[src/rtl/solver_dispatch_if.sv]
`default_nettype none
// ============================================================================
// Module   : solver_dispatch_if
// Brief    : Job, solver-configuration and result signals of solver_dispatch.
// Revision : 1.0 - initial release
// ============================================================================
interface solver_dispatch_if #(
   parameter int LIMB_INDEX_BITS = 6,
   parameter int ITER_BITS       = 16
);
   logic                       job_valid;
   logic                       job_ready;
   logic [LIMB_INDEX_BITS-1:0] job_num_limbs;
   logic [ITER_BITS-1:0]       job_iter_lim;
   logic                       wr_num_limbs_en;
   logic [LIMB_INDEX_BITS-1:0] num_limbs_data;
   logic                       wr_iter_lim_en;
   logic [ITER_BITS-1:0]       iter_lim_data;
   logic                       start;
   logic                       solver_done;
   logic                       solver_diverged;
   logic [ITER_BITS-1:0]       solver_iters;
   logic                       result_valid;
   logic                       result_ready;
   logic [ITER_BITS-1:0]       result_iters;
   logic                       result_diverged;
   logic                       result_timeout;
   logic                       result_error;
   logic                       busy;

   // master is the dispatcher; slave is the host/solver side
   modport master (
      input  job_valid, job_num_limbs, job_iter_lim,
      input  solver_done, solver_diverged, solver_iters, result_ready,
      output job_ready, wr_num_limbs_en, num_limbs_data, wr_iter_lim_en, iter_lim_data,
      output start, result_valid, result_iters, result_diverged, result_timeout,
      output result_error, busy
   );

   modport slave (
      output job_valid, job_num_limbs, job_iter_lim,
      output solver_done, solver_diverged, solver_iters, result_ready,
      input  job_ready, wr_num_limbs_en, num_limbs_data, wr_iter_lim_en, iter_lim_data,
      input  start, result_valid, result_iters, result_diverged, result_timeout,
      input  result_error, busy
   );
endinterface
`default_nettype wire

[src/rtl/solver_dispatch.sv]
`default_nettype none
// ============================================================================
// Module   : solver_dispatch
// Brief    : Host-side job driver for the solver: conditional register writes,
//            start pulse, watchdog-bounded wait and result return.
// Revision : 1.0 - initial release
// ============================================================================
module solver_dispatch #(
   parameter int LIMB_INDEX_BITS = 6,
   parameter int ITER_BITS       = 16,
   parameter int TIMEOUT_CYCLES  = 65536
) (
   input  wire logic         clock,
   input  wire logic         reset,
   solver_dispatch_if.master bus
);
   localparam int                  CNT_BITS   = $clog2(TIMEOUT_CYCLES);
   localparam logic [CNT_BITS-1:0] c_cnt_last = CNT_BITS'(TIMEOUT_CYCLES - 1);

   typedef enum logic [2:0] {
      ST_IDLE   = 3'd0,
      ST_CONFIG = 3'd1,
      ST_START  = 3'd2,
      ST_WAIT   = 3'd3,
      ST_RESULT = 3'd4
   } state_t;

   state_t                     r_state;
   state_t                     w_state_next;
   logic [LIMB_INDEX_BITS-1:0] r_job_limbs;
   logic [ITER_BITS-1:0]       r_job_iter;
   logic [LIMB_INDEX_BITS-1:0] r_nl_shadow;
   logic [ITER_BITS-1:0]       r_il_shadow;
   logic                       r_nl_valid;
   logic                       r_il_valid;
   logic [CNT_BITS-1:0]        r_wdog;
   logic [ITER_BITS-1:0]       r_res_iters;
   logic                       r_res_div;
   logic                       r_res_to;
   logic                       r_res_err;
   logic                       w_wdog_expired;

   assign w_wdog_expired      = (r_wdog == c_cnt_last);
   assign bus.result_iters    = r_res_iters;
   assign bus.result_diverged = r_res_div;
   assign bus.result_timeout  = r_res_to;
   assign bus.result_error    = r_res_err;

   always_ff @(posedge clock or posedge reset) begin
      if (reset) begin
         r_state <= ST_IDLE;
      end else begin
         r_state <= w_state_next;
      end
   end

   always_comb begin
      w_state_next        = r_state;
      bus.job_ready       = 1'b0;
      bus.wr_num_limbs_en = 1'b0;
      bus.wr_iter_lim_en  = 1'b0;
      bus.start           = 1'b0;
      bus.result_valid    = 1'b0;
      bus.busy            = 1'b1;
      // Outside CONFIG the shadows hold exactly the last data driven
      bus.num_limbs_data  = r_nl_shadow;
      bus.iter_lim_data   = r_il_shadow;
      case (r_state)
         ST_IDLE: begin
            bus.job_ready = 1'b1;
            bus.busy      = 1'b0;
            if (bus.job_valid) begin
               w_state_next = (bus.job_num_limbs == '0) ? ST_RESULT : ST_CONFIG;
            end
         end
         ST_CONFIG: begin
            bus.num_limbs_data  = r_job_limbs;
            bus.iter_lim_data   = r_job_iter;
            bus.wr_num_limbs_en = !r_nl_valid || (r_nl_shadow != r_job_limbs);
            bus.wr_iter_lim_en  = !r_il_valid || (r_il_shadow != r_job_iter);
            w_state_next        = ST_START;
         end
         ST_START: begin
            bus.start    = 1'b1;
            w_state_next = ST_WAIT;
         end
         ST_WAIT: begin
            if (bus.solver_done || w_wdog_expired) begin
               w_state_next = ST_RESULT;
            end
         end
         ST_RESULT: begin
            bus.result_valid = 1'b1;
            if (bus.result_ready) begin
               w_state_next = ST_IDLE;
            end
         end
         default: w_state_next = ST_IDLE;
      endcase
   end

   always_ff @(posedge clock or posedge reset) begin
      if (reset) begin
         r_job_limbs <= '0;
         r_job_iter  <= '0;
         r_nl_shadow <= '0;
         r_il_shadow <= '0;
         r_nl_valid  <= 1'b0;
         r_il_valid  <= 1'b0;
         r_wdog      <= '0;
         r_res_iters <= '0;
         r_res_div   <= 1'b0;
         r_res_to    <= 1'b0;
         r_res_err   <= 1'b0;
      end else begin
         case (r_state)
            ST_IDLE: begin
               if (bus.job_valid) begin
                  r_job_limbs <= bus.job_num_limbs;
                  r_job_iter  <= bus.job_iter_lim;
                  if (bus.job_num_limbs == '0) begin
                     r_res_iters <= '0;
                     r_res_div   <= 1'b0;
                     r_res_to    <= 1'b0;
                     r_res_err   <= 1'b1;
                  end
               end
            end
            ST_CONFIG: begin
               r_nl_shadow <= r_job_limbs;
               r_il_shadow <= r_job_iter;
               r_nl_valid  <= 1'b1;
               r_il_valid  <= 1'b1;
            end
            ST_START: r_wdog <= '0;
            ST_WAIT: begin
               if (bus.solver_done) begin
                  r_res_iters <= bus.solver_iters;
                  r_res_div   <= bus.solver_diverged;
                  r_res_to    <= 1'b0;
                  r_res_err   <= 1'b0;
               end else if (w_wdog_expired) begin
                  // Solver state is unknown after a timeout: force both rewrites
                  r_res_iters <= '0;
                  r_res_div   <= 1'b0;
                  r_res_to    <= 1'b1;
                  r_res_err   <= 1'b0;
                  r_nl_valid  <= 1'b0;
                  r_il_valid  <= 1'b0;
               end else begin
                  r_wdog <= r_wdog + 1'b1;
               end
            end
            default: ;
         endcase
      end
   end
endmodule
`default_nettype wire
[src/flat_wrapper.sv]
// flat-port wrapper written by rule: the top's interface ports become plain ports
module solver_dispatch_flat 
#(
   parameter int LIMB_INDEX_BITS = 6,
   parameter int ITER_BITS       = 16,
   parameter int TIMEOUT_CYCLES  = 65536
)
  (clock, reset, bus_job_valid, bus_job_num_limbs, bus_job_iter_lim, bus_solver_done, bus_solver_diverged, bus_solver_iters, bus_result_ready, bus_job_ready, bus_wr_num_limbs_en, bus_num_limbs_data, bus_wr_iter_lim_en, bus_iter_lim_data, bus_start, bus_result_valid, bus_result_iters, bus_result_diverged, bus_result_timeout, bus_result_error, bus_busy);
  solver_dispatch_if #(.LIMB_INDEX_BITS(LIMB_INDEX_BITS), .ITER_BITS(ITER_BITS)) bus_i ();
  input  wire logic clock;
  input  wire logic reset;
  input wire logic [$bits(bus_i.job_valid)-1:0] bus_job_valid;
  input wire logic [$bits(bus_i.job_num_limbs)-1:0] bus_job_num_limbs;
  input wire logic [$bits(bus_i.job_iter_lim)-1:0] bus_job_iter_lim;
  input wire logic [$bits(bus_i.solver_done)-1:0] bus_solver_done;
  input wire logic [$bits(bus_i.solver_diverged)-1:0] bus_solver_diverged;
  input wire logic [$bits(bus_i.solver_iters)-1:0] bus_solver_iters;
  input wire logic [$bits(bus_i.result_ready)-1:0] bus_result_ready;
  output wire logic [$bits(bus_i.job_ready)-1:0] bus_job_ready;
  output wire logic [$bits(bus_i.wr_num_limbs_en)-1:0] bus_wr_num_limbs_en;
  output wire logic [$bits(bus_i.num_limbs_data)-1:0] bus_num_limbs_data;
  output wire logic [$bits(bus_i.wr_iter_lim_en)-1:0] bus_wr_iter_lim_en;
  output wire logic [$bits(bus_i.iter_lim_data)-1:0] bus_iter_lim_data;
  output wire logic [$bits(bus_i.start)-1:0] bus_start;
  output wire logic [$bits(bus_i.result_valid)-1:0] bus_result_valid;
  output wire logic [$bits(bus_i.result_iters)-1:0] bus_result_iters;
  output wire logic [$bits(bus_i.result_diverged)-1:0] bus_result_diverged;
  output wire logic [$bits(bus_i.result_timeout)-1:0] bus_result_timeout;
  output wire logic [$bits(bus_i.result_error)-1:0] bus_result_error;
  output wire logic [$bits(bus_i.busy)-1:0] bus_busy;
  assign bus_i.job_valid = bus_job_valid;
  assign bus_i.job_num_limbs = bus_job_num_limbs;
  assign bus_i.job_iter_lim = bus_job_iter_lim;
  assign bus_i.solver_done = bus_solver_done;
  assign bus_i.solver_diverged = bus_solver_diverged;
  assign bus_i.solver_iters = bus_solver_iters;
  assign bus_i.result_ready = bus_result_ready;
  assign bus_job_ready = bus_i.job_ready;
  assign bus_wr_num_limbs_en = bus_i.wr_num_limbs_en;
  assign bus_num_limbs_data = bus_i.num_limbs_data;
  assign bus_wr_iter_lim_en = bus_i.wr_iter_lim_en;
  assign bus_iter_lim_data = bus_i.iter_lim_data;
  assign bus_start = bus_i.start;
  assign bus_result_valid = bus_i.result_valid;
  assign bus_result_iters = bus_i.result_iters;
  assign bus_result_diverged = bus_i.result_diverged;
  assign bus_result_timeout = bus_i.result_timeout;
  assign bus_result_error = bus_i.result_error;
  assign bus_busy = bus_i.busy;
  solver_dispatch #(.LIMB_INDEX_BITS(LIMB_INDEX_BITS), .ITER_BITS(ITER_BITS), .TIMEOUT_CYCLES(TIMEOUT_CYCLES)) u_core (.clock(clock), .reset(reset), .bus(bus_i));
endmodule
[config.mk]
export PLATFORM = sky130hd
export DESIGN_NAME = solver_dispatch_flat
export DESIGN_NICKNAME = d
export VERILOG_FILES = /design/src/rtl/solver_dispatch_if.sv /design/src/rtl/solver_dispatch.sv /design/src/flat_wrapper.sv
export SDC_FILE = /design/constraint.sdc
export NUM_CORES = 1
export LEC_CHECK = 0
export ABC_CLOCK_PERIOD_IN_PS = 3100
export BUFFER_PORTS_ARGS = -buffer_cell sky130_fd_sc_hd__clkbuf_2
export CAP_MARGIN = 20
export CELL_PAD_IN_SITES_DETAIL_PLACEMENT = 1
export CELL_PAD_IN_SITES_GLOBAL_PLACEMENT = 1
export CORE_ASPECT_RATIO = 1.4
export CORE_MARGIN = 2
export CORE_UTILIZATION = 40
export CTS_BUF_LIST = sky130_fd_sc_hd__clkbuf_8
export DETAILED_ROUTE_END_ITERATION = 7
export GPL_ROUTABILITY_DRIVEN = 0
export HOLD_SLACK_MARGIN = 0.03
export PLACE_DENSITY = 0.85
export SLEW_MARGIN = 20
export SYNTH_ARGS = -nofsm -noshare
export SYNTH_HDL_FRONTEND = slang
export SYNTH_SLANG_ARGS = --single-unit
export TNS_END_PERCENT = 50
[constraint.sdc]
create_clock -name clock -period 3.1 [get_ports clock]
set_input_delay 0.465 -clock clock [delete_from_list [all_inputs] [get_ports clock]]
set_output_delay 0.465 -clock clock [all_outputs]
set_load 0.02 [all_outputs]
==> summary.txt <==
Status
  – Status: complete, no violations

STA
  – Worst Tran Pin Value: between 0.9 and 1 ns
  – Max Clk Rate: about 360 MHz
  – Post-Route Skew: ~0.012 ns
  – Max-slew headroom: between 30% and 40%
  – Final hold viol count: 0
  – Setup-failing EPs final: 0
  – Tmin final: roughly 2.8 ns
  – Final worst-path cycle share: 90.2%
  – Final Max Tran Viols: 0
  – Fin Setup TNS: 0 ns
  – RSZ-0062 raised after global routing: false
  – Minimum hold slack: 0.215 ns

Pwr
  – Internal Power: around 2700 uW
  – Pwr/cell area: a little over 1000 nW/um^2
  – Static leakage: between 0.002 and 0.0025 uW
  – Clock group share of total power: between 15 and 20%
  – Peak VDD IR: between 0.0003 and 0.0004 V
  – Sw frac: 44.5%
  – Seq pwr share: a little under two fifths
  – Combinational share of power: between 40 and 50%
  – Net Sw Power: 2160 uW

Floorplanning
  – Die W: just under 90 um
  – Core footprint: around 9800 um^2
  – Chip height: 122 um
  – IO Pins: 91
  – Full die area: roughly 11,000 um^2
  – Row count: 43
  – Starting density of the core: about 41%

Clocking
  – Htree depth: 3
  – Sink Count: 83
  – Clk root buf: clkbuf_8
  – CTS tree: yes
  – Clock transition at path regs: approximately 0.090 ns
  – Post-CTS setup buffers: 0
  – CTS buffer count: 9
  – Cts hold-fix bufs: 0
  – Clk Latency, worst-skew pair: 0.36 ns
  – Clock Path Buffers: 2
  – Post-CTS resize count: 0

Critical path
  – CP Class: reg2out
  – Reg2Reg Capture Point: u_core.r_wdog[15]
  – WP data arrival: roughly 2.3 ns
  – Worst R2R Setup Slack: 1.02 ns
  – R2r startpoint: u_core.r_wdog[1]
  – Worst R2R Path Depth: 5
  – Setup crit start kind: register
  – Crit Path Max Fanout: 26
  – CP required: 2.63 ns
  – Worst Setup End Kind: primary output

Run
  – Max Cap Viol: 0

Final layout
  – Final #Nets: 528
  – Fill cells: ~1,200
  – P&R area growth vs syn: 19.2%
  – Share of layout cells above drive strength 1: around 28%
  – # diodes: 0
  – Commonest non-fill, non-tap cell in the layout: nand2_1
  – Most frequent cells in the layout: nand2_1, clkbuf_2, dfrtp_1, o21ai_0, xnor2_1
  – Design area: approximately 4800 um^2

Drt
  – Wire per inst: approximately 17 um
  – Vias per cell: 5.43
  – Initial DRC Count: 110
  – DR pass1 iterations: 5
  – DRC errors left: 0
  – Post-DRT Antenna Nets: 0
  – Wirelength, routed: between 10 and 15 mm
  – Routed vias: about 3,400

Yosys
  – Yosys Warn Count: 0
  – Number of synthesized flops with an enable pin: 0
  – Post-synth top flop: dfrtp_1
  – #FFs+latches synth: just over 80
  – Sequential fraction of the synthesis area: between 50% and 60%
  – Ys async rst share: between 90% and 100%
  – Avg Cell Area, Syn: 10.0 um^2
  – Mapped Area: about 4000 um^2
  – Post-Synthesis Cells: between 300 and 400
  – Synth unique cells: 51
  – Synthesized Nets: ~440

Global routing
  – First-pass GRT wire length: 17.2 mm
  – Initial antenna violation count: 0
  – Total gr overflow: 0
  – Largest net degree at the start of global routing: 48
  – Total GRT Usage: about a fifth
  – Vias in the first global route: approximately 3,500

Min path
  – HP Class: in2async

Placement
  – DPL Wire Length: 7.59 mm
  – Number of port buffers: 90
  – Area after DPL: approximately 4600 um^2
## worst max-delay path, stage by stage, from the launching register on
cell      delay [ns]
dfrtp_1         0.51
inv_1           0.12
or3_1           0.77
a31oi_1         0.35
clkbuf_2        0.21
## registers in the layout, indices dropped and copies added (netlist names), 3 cells and up
name	count
u_core.bus.result_iters	16
u_core.r_il_shadow	16
u_core.r_job_iter	16
u_core.r_job_limbs	6
u_core.r_nl_shadow	6
u_core.r_state	3
u_core.r_wdog	16
## power by group through the flow
stage,combinational (uW),clock (uW),sequential (uW)
floorplan,1460,0,1880
global placement,2170,0,1830
detailed placement,2250,0,1870
CTS,2260,782,1860
global route,2450,821,1910
finish,2220,763,1860
## metal layers
layer / GRT usage, % / vias to the layer above / part of all wire [%]
met5: 0 / - / 0
met4: 6.25 / 0 / 1.4
met3: 5.04 / 15 / 4.6
met2: 36.5 / 74 / 52
met1: 23.6 / 1700 / 42
li1: - / 1596 / -
## logic make-up (layout without fill, tap and decap cells)
family	after synthesis	in the layout	share of synthesized area, %
adder cells (fa/ha/maj)	1	1	0.312
flip-flops	83	83	51.9
AND/OR/NAND/NOR	162	162	19.2
buffers and inverters	35	124	4.19
XOR/XNOR	22	22	4.81
multiplexers	22	22	6.19
AO/OA/AOI/OAI	74	74	13.5
## cell type report
cell class / count / area, um^2 / share of cell area [%]
well taps: 135 / 169 / 3.54
multi-input cells: 281 / 1780 / 37.3
clock buffers: 9 / 124 / 2.59
flip-flops and latches: 83 / 2080 / 43.5
inverters: 10 / 38.8 / 0.812
clock inverters: 7 / 62.6 / 1.31
repair buffers: 98 / 523 / 11.0
## synth_stat cells, types with 5 or more instances
master,instances,area [um^2]
a31oi_1,9,56.3
a32oi_1,18,158
buf_2,5,25.0
clkbuf_1,15,56.3
dfrtp_1,83,2080
inv_1,10,37.5
mux2_2,18,203
nand2_1,97,364
nand3_1,8,40.0
nand4_1,8,50.1
nor2_1,14,52.6
nor4_1,5,31.3
o21ai_0,23,115
xnor2_1,19,166
## metrics by stage
| stage | instances | utilization, % | setup slack, ns | power [uW] |
|---|---|---|---|---|
| after floorplan | 399 | - | 0.498 | 3340 |
| after global placement | 607 | 46.6 | 0.797 | 4000 |
| after global routing | 623 | 48.5 | 0.156 | 5180 |
| after detailed placement | 607 | 46.6 | 0.677 | 4120 |
| after CTS | 623 | 48.5 | 0.269 | 4900 |
| final | 623 | 48.5 | 0.304 | 4850 |
## worst max path at each step
| stage | from | end | slack [ns] |
|---|---|---|---|
| CTS | u_core.r_state[0] | bus_wr_iter_lim_en | 0.27 |
| global placement | u_core.r_state[0] | bus_wr_iter_lim_en | 0.80 |
| detailed placement | u_core.r_state[0] | bus_wr_iter_lim_en | 0.68 |
| global route | u_core.r_state[0] | bus_wr_iter_lim_en | 0.16 |
| floorplan | reset | u_core.bus.result_diverged | 0.50 |
| finish | u_core.r_state[0] | bus_wr_iter_lim_en | 0.30 |
(Power assumes the default switching activity.)
